File: src/rtl/sum_window_acc.sv
// Windowed accumulator: sums WINDOW upstream samples and presents the total through a valid/ready output stage.
// Optional macro SUM_WINDOW_ACC_SAT_EN: clamp the accumulator on overflow instead of wrapping.
module sum_window_acc #(
  parameter int WINDOW = 4,
  parameter int ACC_W  = 7
) (
  input  logic             tb_clk,
  input  logic             tb_rst,
  input  logic [4:0]       sum_in,
  input  logic             sum_valid,
  output logic             sum_ready,
  output logic [ACC_W-1:0] acc_out,
  output logic             acc_valid,
  input  logic             acc_ready,
  output logic             ovf,
  output logic [1:0]       dbg_state
);

  // Handshake rule for both ports: a transfer happens on a rising edge exactly
  // when valid && ready are both high; neither side may depend on the transfer
  // of the same cycle.
  typedef enum logic [1:0] {
    IDLE  = 2'd0,
    ACCUM = 2'd1,
    HOLD  = 2'd2
  } state_t;

  localparam logic [ACC_W-1:0] ACC_MAX = '1;
  localparam logic [7:0]       WIN     = 8'(WINDOW);

  state_t           state_q, state_d;
  logic [ACC_W-1:0] acc_q, acc_d;
  logic [7:0]       cnt_q, cnt_d;
  logic             ovf_q, ovf_d;
  logic             valid_q, valid_d;

  logic [ACC_W:0]   sum_ext;
  logic             carry;
  logic [ACC_W-1:0] acc_add;
  logic             xfer_in;
  logic             xfer_out;

  assign sum_ready = (state_q != HOLD);
  assign xfer_in   = sum_valid && sum_ready;
  assign xfer_out  = valid_q && acc_ready;

  // One extra bit so the carry out of the accumulator is visible.
  assign sum_ext = {1'b0, acc_q} + (ACC_W+1)'(sum_in);
  assign carry   = sum_ext[ACC_W];

`ifdef SUM_WINDOW_ACC_SAT_EN
  // Once the window has overflowed it stays pinned at the maximum.
  assign acc_add = (carry || ovf_q) ? ACC_MAX : sum_ext[ACC_W-1:0];
`else
  assign acc_add = sum_ext[ACC_W-1:0];
`endif

  always_ff @(posedge tb_clk or posedge tb_rst) begin
    if (tb_rst) begin
      state_q <= IDLE;
      acc_q   <= '0;
      cnt_q   <= '0;
      ovf_q   <= 1'b0;
      valid_q <= 1'b0;
    end else begin
      state_q <= state_d;
      acc_q   <= acc_d;
      cnt_q   <= cnt_d;
      ovf_q   <= ovf_d;
      valid_q <= valid_d;
    end
  end

  always_comb begin
    state_d = state_q;
    acc_d   = acc_q;
    cnt_d   = cnt_q;
    ovf_d   = ovf_q;
    valid_d = valid_q;
    case (state_q)
      IDLE: begin
        if (xfer_in) begin
          acc_d = ACC_W'(sum_in);
          cnt_d = 8'd1;
          ovf_d = 1'b0;
          if (WIN == 8'd1) begin
            state_d = HOLD;
            valid_d = 1'b1;
          end else begin
            state_d = ACCUM;
          end
        end
      end
      ACCUM: begin
        if (xfer_in) begin
          acc_d = acc_add;
          cnt_d = cnt_q + 8'd1;
          ovf_d = ovf_q | carry;
          if (cnt_q + 8'd1 == WIN) begin
            state_d = HOLD;
            valid_d = 1'b1;
          end
        end
      end
      HOLD: begin
        // Result is frozen until the consumer takes it; then start clean.
        if (xfer_out) begin
          state_d = IDLE;
          acc_d   = '0;
          cnt_d   = '0;
          ovf_d   = 1'b0;
          valid_d = 1'b0;
        end
      end
      default: begin
        state_d = IDLE;
        acc_d   = '0;
        cnt_d   = '0;
        ovf_d   = 1'b0;
        valid_d = 1'b0;
      end
    endcase
  end

  assign acc_out   = acc_q;
  assign acc_valid = valid_q;
  assign ovf       = ovf_q;
  assign dbg_state = state_q;

endmodule

File: config.mk
export PLATFORM = sky130hd
export DESIGN_NAME = sum_window_acc
export DESIGN_NICKNAME = d
export VERILOG_FILES = /design/src/rtl/sum_window_acc.sv
export SDC_FILE = /design/constraint.sdc
export NUM_CORES = 1
export LEC_CHECK = 0
export BUFFER_PORTS_ARGS = -buffer_cell sky130_fd_sc_hd__buf_4
export CAP_MARGIN = 20
export CORE_AREA = 2 2 52 73
export DETAILED_ROUTE_END_ITERATION = 10
export DIE_AREA = 0 0 54 75
export GPL_TIMING_DRIVEN = 1
export PLACE_DENSITY = 0.66
export SYNTH_ARGS = -nofsm -noshare
export SYNTH_HDL_FRONTEND = slang
export SYNTH_SLANG_ARGS = --single-unit
export TNS_END_PERCENT = 100
File: constraint.sdc
create_clock -name tb_clk -period 1.6 [get_ports tb_clk]
set_input_delay 0 -clock tb_clk [delete_from_list [all_inputs] [get_ports tb_clk]]
set_output_delay 0 -clock tb_clk [all_outputs]
set_load 0.03 [all_outputs]
* Word-level counts from Yosys, hierarchy flattened
Cells that the tools add are included.
** Word-level totals
- Input bits :: 9
- Register bits :: 19
** Operators by class
- Bitwise logic cells :: 2
- Reductions and logical operators :: 6
- Add/sub/neg operators :: 2
- Mux-type cells :: 20
- Eq/ne operators :: 8
** Operator list (number)
- 2-to-1 mux 8 bit :: 3
- case mux 8 bit (3 select lines) :: 1
- 2-to-1 mux 7 bit :: 3
- case mux 7 bit (3 select lines) :: 1
- != test 2 bit (second input constant) :: 5
- adder 7 x 5 -> 8 bit :: 1
- adder 8 x 1 -> 8 bit (second input constant) :: 1
- equality test 8 x 3 -> 1 bit (second input constant) :: 1
- 2-to-1 mux 2 bit :: 4
- AND reduction 4 bit :: 2
- case mux 1 bit (3 select lines) :: 2
- case mux 2 bit (3 select lines) :: 1
- 2-to-1 mux 1 bit :: 5
- AND reduction 3 bit :: 1
- equality test 2 x 1 -> 1 bit (second input constant) :: 1
- equality test 2 bit (second input constant) :: 1
- logical AND 1 bit :: 2
- logical NOT 2 bit :: 1
- NOT 1 bit :: 1
- bitwise OR 1 bit :: 1

* Logic depth before layout (Yosys ltp)
Gate-level depths: netlist (run 1).
- Depth in word-level cells :: 5
- Depth in mapped cells :: 7
- Mapped depth without buffers :: 6

* Worst setup path after synthesis (run 1)
Ideal clock, no wire load.
- Kind :: flip-flop to flip-flop
- From :: register acc_q[0] (netlist: acc_out[0])
- To :: register acc_q[6] (netlist: acc_out[6])
- Arrival :: 1710 ps
- Period minus slack after synthesis :: 1837 ps
- Data required time :: 1473 ps
- Stages on the path, launching flop included :: 7
- Library setup time :: 127 ps
- Path slack :: -237 ps
- Path through :: dfrtp_1 -> ha_1 -> fa_1 -> a21o_1 -> a21boi_0 -> or4_1 -> nand3_1
** Between the ends
- Longest elaborated chain between the ends :: 3
** RTL lines
- start: declaration :: RTL line 32 : logic [ACC_W-1:0] acc_q, acc_d;
- start signal: assignment :: RTL line 61 : acc_q <= '0;
- start signal: assignment :: RTL line 67 : acc_q <= acc_d;
- adder 7 x 5 -> 8 bit :: RTL line 48 : assign sum_ext = {1'b0, acc_q} + (ACC_W+1)'(sum_in);
- 2-to-1 mux 7 bit :: RTL line 95 : if (xfer_in) begin
- case mux 7 bit (3 select lines) :: RTL line 80 : case (state_q)
No other way between the ends. The select of a mux whose other input is x is not followed.
A chain may end at the register's enable or synchronous reset.

* Worst setup path after layout (run 1)
- From :: register acc_q[0] (netlist: acc_out[0])
- To :: register acc_q[4] (netlist: acc_out[4])
Same word-level chain as after synthesis.

==> results of run 1 <==
-- how the worst max path moves through the flow --
stage | start | end | slack (ps) | cells after the start
2_1_floorplan | acc_out[0] | acc_out[4] | -50 | 6
3_3_place_gp | acc_out[0] | acc_out[6] | 5 | 6
3_5_place_dp | acc_out[0] | acc_out[4] | -80 | 6
4_1_cts | acc_out[0] | acc_out[4] | -90 | 6
5_1_grt | acc_out[0] | acc_out[4] | -160 | 6
6_report | acc_out[0] | acc_out[4] | -80 | 6
-- cells by family after synthesis --
| family | count (synthesis) | synth area share, % |
|---|---|---|
| AND/OR/NAND/NOR | 48 | 20.0 |
| adder cells (fa/ha/maj) | 7 | 7.34 |
| flip-flops | 19 | 36.7 |
| buffers and inverters | 8 | 4.25 |
| AO/OA/AOI/OAI | 49 | 28.2 |
| multiplexers | 2 | 1.54 |
| XOR/XNOR | 3 | 2.03 |
-- synthesized netlist by cell type (all sizes together), types with 3 or more instances --
master / number
a21oi: 7
a21o: 5
a31oi: 3
dfrtp: 19
and2: 3
a211oi: 3
nor3: 3
o21ai: 14
nand4: 3
nand3: 6
o31ai: 5
buf: 5
nand2b: 4
nor2: 11
ha: 6
nand2: 9
-- metal layers --
metal / GRT usage, % / vias up
met2: 33.5 / 25
met1: 22.2 / 591
met3: 1.19 / 5
li1: - / 585
met5: 0 / -
met4: 6.39 / 0
-- flip-flops by register name, summed over array words and instances, names as in the netlist --
| name | count |
|---|---|
| cnt_q | 8 |
| acc_out | 7 |
| dbg_state | 2 |
| acc_valid | 1 |
| ovf | 1 |
-- layout make-up --
cell class | count | area, µm²
fill | 354 | 1680
multi-input combinational | 109 | 820
sequential | 19 | 479
timing repair buffer | 40 | 303
tap | 40 | 50.0
clock buffer | 3 | 41.3
clock inverter | 1 | 5.00
inverter | 1 | 3.75
-- worst max-delay path: stages, from the launching register on --
cell,delay [ps]
dfrtp_2,430
ha_4,170
fa_2,340
a21o_1,200
a21oi_2,150
xor2_1,180
o21ai_1,90
-- stage by stage --
step | instances | power (mW)
2_1_floorplan | 136 | 2.06
3_3_place_gp | 207 | 2.65
3_5_place_dp | 207 | 2.72
4_1_cts | 213 | 3.13
5_1_grt | 213 | 3.38
6_report | 213 | 3.13
-- power by group through the flow --
stage	clock network (mW)	registers [mW]	logic, mW
after floorplan	0	1.03	1.03
after global placement	0	0.802	1.85
after detailed placement	0	0.814	1.90
after CTS	0.363	0.810	1.95
after global routing	0.386	0.841	2.16
final	0.346	0.817	1.97
-- repair_timing --
action | in CTS | in global routing
pin swaps | 4 | 4
endpoints found under the setup margin | 3 | 6
resized for setup | 3 | 6
endpoints found under the hold margin | 12 | 0
buffers inserted | 1 | 0
hold buffers | 1 | 0
==> results.py, run 1 <==
metrics = {
    "drt": {
        "highest_layer": "met4",
        "wl_met1_mm": 1.33,
        "wl_met2_mm": 1.84,
        "vias": 1206,
        "avgViaCountPerCell": 5.66,
        "drt_iter0_drc": 9,
        "wl_mm": 3.31,
        "routedWlPerCell_um": 15.5,
        "drtAntennaViolNets": 0,
        "wl_met3_um": 89,
        "firstDrtPassIters": 4,
        "drc": 0,
    },
    "logic_synthesis": {
        "synthTopCellsByArea": "dfrtp_1, ha_1, o21ai_0",
        "synth_top_area_cell": "dfrtp_1",
        "ys_types": 49,
        "syn_area_mm2": 0.00130,
        "synth_nets": 152,
        "yosys_warnings": 0,
        "synth_edf_count": 0,
        "ys_ff_latch": 19,
        "synth.avg_cell_area_um2": 9.53,
        "yosysTopAreaCellShare_pct": 36.7,
        "yosysSeqAreaShare_pct": 36.7,
        "synthCells": 136,
        "synthArstFlopShare_pct": 100,
        "ys.flop_type": "dfrtp_1",
    },
    "timing": {
        "hold_viol_final": 0,
        "fin_tns_setup_ps": -83.7,
        "fin_crit_ps": 1680,
        "setup_viol": 1,
        "post-route-period-util_pct": 105,
        "clock_skew_ps": 3.18,
        "slew_viol_final": 0,
        "relSlewSlack_pct": 63.9,
        "rsz0062_at_grt": "yes",
        "fin_ws_ps": -83.7,
        "worst_pin_slew_ps": 540,
        "clock.fmax_mhz": 594,
        "hold_slack_ps": 37.7,
    },
    "clock_tree": {
        "clock_path_buffers": 2,
        "cts_buffers": 3,
        "cts-root-buf": "clkbuf_8",
        "clock_sinks": 19,
        "insertion_delay_ps": 260,
        "cts_tree": "done",
        "clkTransAtPathRegs_ps": 80,
        "h-tree-depth": 1,
    },
    "final_layout": {
        "mostFrequentLayoutCells": "buf_4, dfrtp_1, o21ai_0, nor2_1, nand2_1",
        "diodes": 0,
        "nets": 190,
        "fin_util_pct": 50.4,
        "layout_commonest_cell": "buf_4",
        "fin_area_mm2": 0.00170,
        "area.growth.synth_to_final_pct": 31.3,
        "drive_gt1_share_pct": 37.6,
    },
    "critical_path": {
        "r2r_slack_ps": -80,
        "arrival_ps": 1820,
        "worst-setup-path-type": "reg2reg",
        "rr_worst_depth": 6,
        "critPathLaunchType": "flop",
        "crit_path_max_fanout": 2,
        "reg2reg_from": "acc_out[0]",
        "r2r_end": "acc_out[4]",
        "required_ps": 1740,
        "worst_setup_path_end_kind": "flop",
    },
    "power": {
        "p_per_area_mw_per_mm2": 1840,
        "leakage_nw": 0.757,
        "power.switching_mw": 1.41,
        "p_int_mw": 1.72,
        "switching_share_pct": 45.1,
        "comb_power_share_pct": 62.8,
        "ir_drop_v": 0.000799,
        "p_seq_share_pct": 26.1,
        "clkPwrFrac_pct": 11.0,
    },
    "global_routing": {
        "antenna_found_initial": 0,
        "grt_overflow_total": 0,
        "grt_max_degree": 14,
        "grt_first_pass_wirelength_mm": 5.40,
        "grt_pass1_vias": 1166,
        "grt_use_total_pct": 18.3,
    },
    "flow_run": {
        "drv_cap": 0,
    },
    "die": {
        "dieArea_mm2": 0.00405,
        "ios": 21,
        "die_w_um": 54,
        "fp-row-count": 25,
        "die_h_um": 75,
        "start_util_pct": 38.4,
        "coreArea_mm2": 0.00338,
    },
    "outcome": {
        "status": "finished, violations left",
        "violations": "negative setup slack",
    },
    "place": {
        "place_area_mm2": 0.00160,
        "gp_congestion": 0.869,
        "port_buffers": 20,
        "dp_hpwl_mm": 2.58,
        "dpl_worst_slack_ps": -78.7,
    },
    "min_path": {
        "min_to": "acc_out[4]",
        "min_from": "sum_in[4]",
        "whs_path_depth": 3,
        "hold_path.class": "in2reg",
    },
}
(Power assumes the default switching activity.)
==> run 2, diff against run 1 <==
Settings changed: REMOVE_ABC_BUFFERS from default to 1.
==> results.py, run 2 (synthesis gave the netlist of run 1 again) <==
metrics = {
    "outcome": {
        "status": "finished, violations left",
        "violations": "negative setup slack",
    },
    "critical_path": {
        "critPathLaunchType": "flop",
        "r2r_slack_ps": -3,
        "crit_path_max_fanout": 2,
        "crit_path_start": "acc_out[0]",
        "arrival_ps": 1770,
        "worst_setup_path_end_kind": "flop",
        "r2r_end": "acc_out[2]",
        "rr_worst_depth": 7,
        "worst-setup-path-type": "reg2reg",
        "crit_end": "acc_out[2]",
        "reg2reg_from": "acc_out[0]",
        "required_ps": 1760,
    },
    "clock_tree": {
        "clkTransAtPathRegs_ps": 70,
        "cts-root-buf": "clkbuf_8",
        "clock_sinks": 19,
        "insertion_delay_ps": 260,
        "cts_buffers": 3,
        "cts_tree": "done",
        "h-tree-depth": 1,
        "clock_path_buffers": 2,
        "cts_setup_buffers": 0,
    },
    "final_layout": {
        "diodes": 0,
        "top_register": "cnt_q",
        "layout_commonest_cell": "buf_4",
        "nets": 192,
        "largest_reg_flops": 8,
        "drive_gt1_share_pct": 36.6,
        "fin_cells": 215,
        "fin_area_mm2": 0.00169,
        "fin_util_pct": 50.1,
        "area.growth.synth_to_final_pct": 30.5,
        "mostFrequentLayoutCells": "buf_4, dfrtp_1, o21ai_0, nor2_1, nand2_1",
    },
    "global_routing": {
        "grt_pass1_vias": 1274,
        "grt_use_total_pct": 18.1,
        "grt_max_degree": 20,
        "grt_first_pass_wirelength_mm": 5.38,
        "antenna_found_initial": 0,
        "grt_overflow_total": 0,
    },
    "power": {
        "ir_drop_v": 0.00100,
        "p_seq_share_pct": 25.1,
        "power.switching_mw": 1.43,
        "p_int_mw": 1.72,
        "comb_power_share_pct": 63.9,
        "leakage_nw": 0.769,
        "total_power_mw": 3.15,
        "clkPwrFrac_pct": 11.0,
        "switching_share_pct": 45.3,
        "p_per_area_mw_per_mm2": 1860,
    },
    "timing": {
        "rsz0062_at_grt": "yes",
        "fin_ws_ps": -3.07,
        "post-route-period-util_pct": 100,
        "fin_crit_ps": 1600,
        "relSlewSlack_pct": 47.0,
        "hold_slack_ps": 4.16,
        "slew_viol_final": 0,
        "setup_viol": 1,
        "clock_skew_ps": 2.62,
        "clock.fmax_mhz": 624,
        "fin_tns_setup_ps": -3.07,
        "worst_pin_slew_ps": 795,
        "hold_viol_final": 0,
    },
    "place": {
        "place_inst": 210,
        "dp_hpwl_mm": 2.56,
        "gp_congestion": 0.782,
        "port_buffers": 20,
        "dpl_worst_slack_ps": -139,
        "place_area_mm2": 0.00160,
    },
    "drt": {
        "routedWlPerCell_um": 15.5,
        "drtAntennaViolNets": 0,
        "vias": 1228,
        "firstDrtPassIters": 4,
        "drc": 0,
        "avgViaCountPerCell": 5.71,
        "wl_mm": 3.33,
        "drt_iter0_drc": 14,
    },
    "die": {
        "fp-row-count": 25,
        "coreArea_mm2": 0.00338,
        "dieArea_mm2": 0.00405,
        "die_h_um": 75,
        "die_w_um": 54,
        "start_util_pct": 38.4,
        "ios": 21,
    },
    "flow_run": {
        "drv_cap": 0,
    },
    "min_path": {
        "hold_path.class": "in2reg",
    },
}
==> run 2: final cells by class <==
| cell class | instances | area (µm²) |
|---|---|---|
| repair buffers | 42 | 318 |
| multi-input cells | 109 | 800 |
| fillers | 324 | 1690 |
| inverters | 1 | 3.75 |
| flip-flops and latches | 19 | 475 |
| clock buffers | 4 | 45.0 |
| well taps | 40 | 50.0 |
==> run 2: worst min path at each step <==
stage                    from    endpoint  slack [ps]  depth (start not counted)
floorplan              tb_rst  acc_out[0]         -50                          1
detailed placement     tb_rst  acc_out[1]         190                          2
CTS                 sum_in[4]  acc_out[4]           7                          3
global route        sum_in[3]  acc_out[3]          20                          3
finish              sum_in[4]  acc_out[4]           4                          3
global placement       tb_rst  acc_out[1]         180                          2
==> run 2: timing repair <==
action	in CTS	in global routing
resized for setup	7	7
hold buffers	1	0
hold endpoints to repair	19	0
pin swaps	4	3
setup endpoints to repair	4	7
==> run 2: per-layer routing <==
layer	global-route usage, %	wire [µm]	up-vias
met1	18.2	1330	597
met2	34.8	1830	28
li1	-	-	595
met3	1.39	86	8
met5	0	0	-
met4	10.6	80	0
==> run 2: worst max-delay path, cell delays in order (launching register included) <==
cell and delay (ps):
dfrtp_1 380, ha_2 190, fa_2 340, buf_4 140
xnor2_1 120, nand2_1 70, o21ai_1 60, o31ai_1 210
==> run 2: power groups by stage <==
stage | clock network [mW] | registers [mW] | logic [mW]
floorplan | 0 | 1.08 | 0.869
global placement | 0 | 0.788 | 1.88
detailed placement | 0 | 0.797 | 1.94
CTS | 0.353 | 0.789 | 1.98
global route | 0.368 | 0.812 | 2.18
finish | 0.345 | 0.790 | 2.01
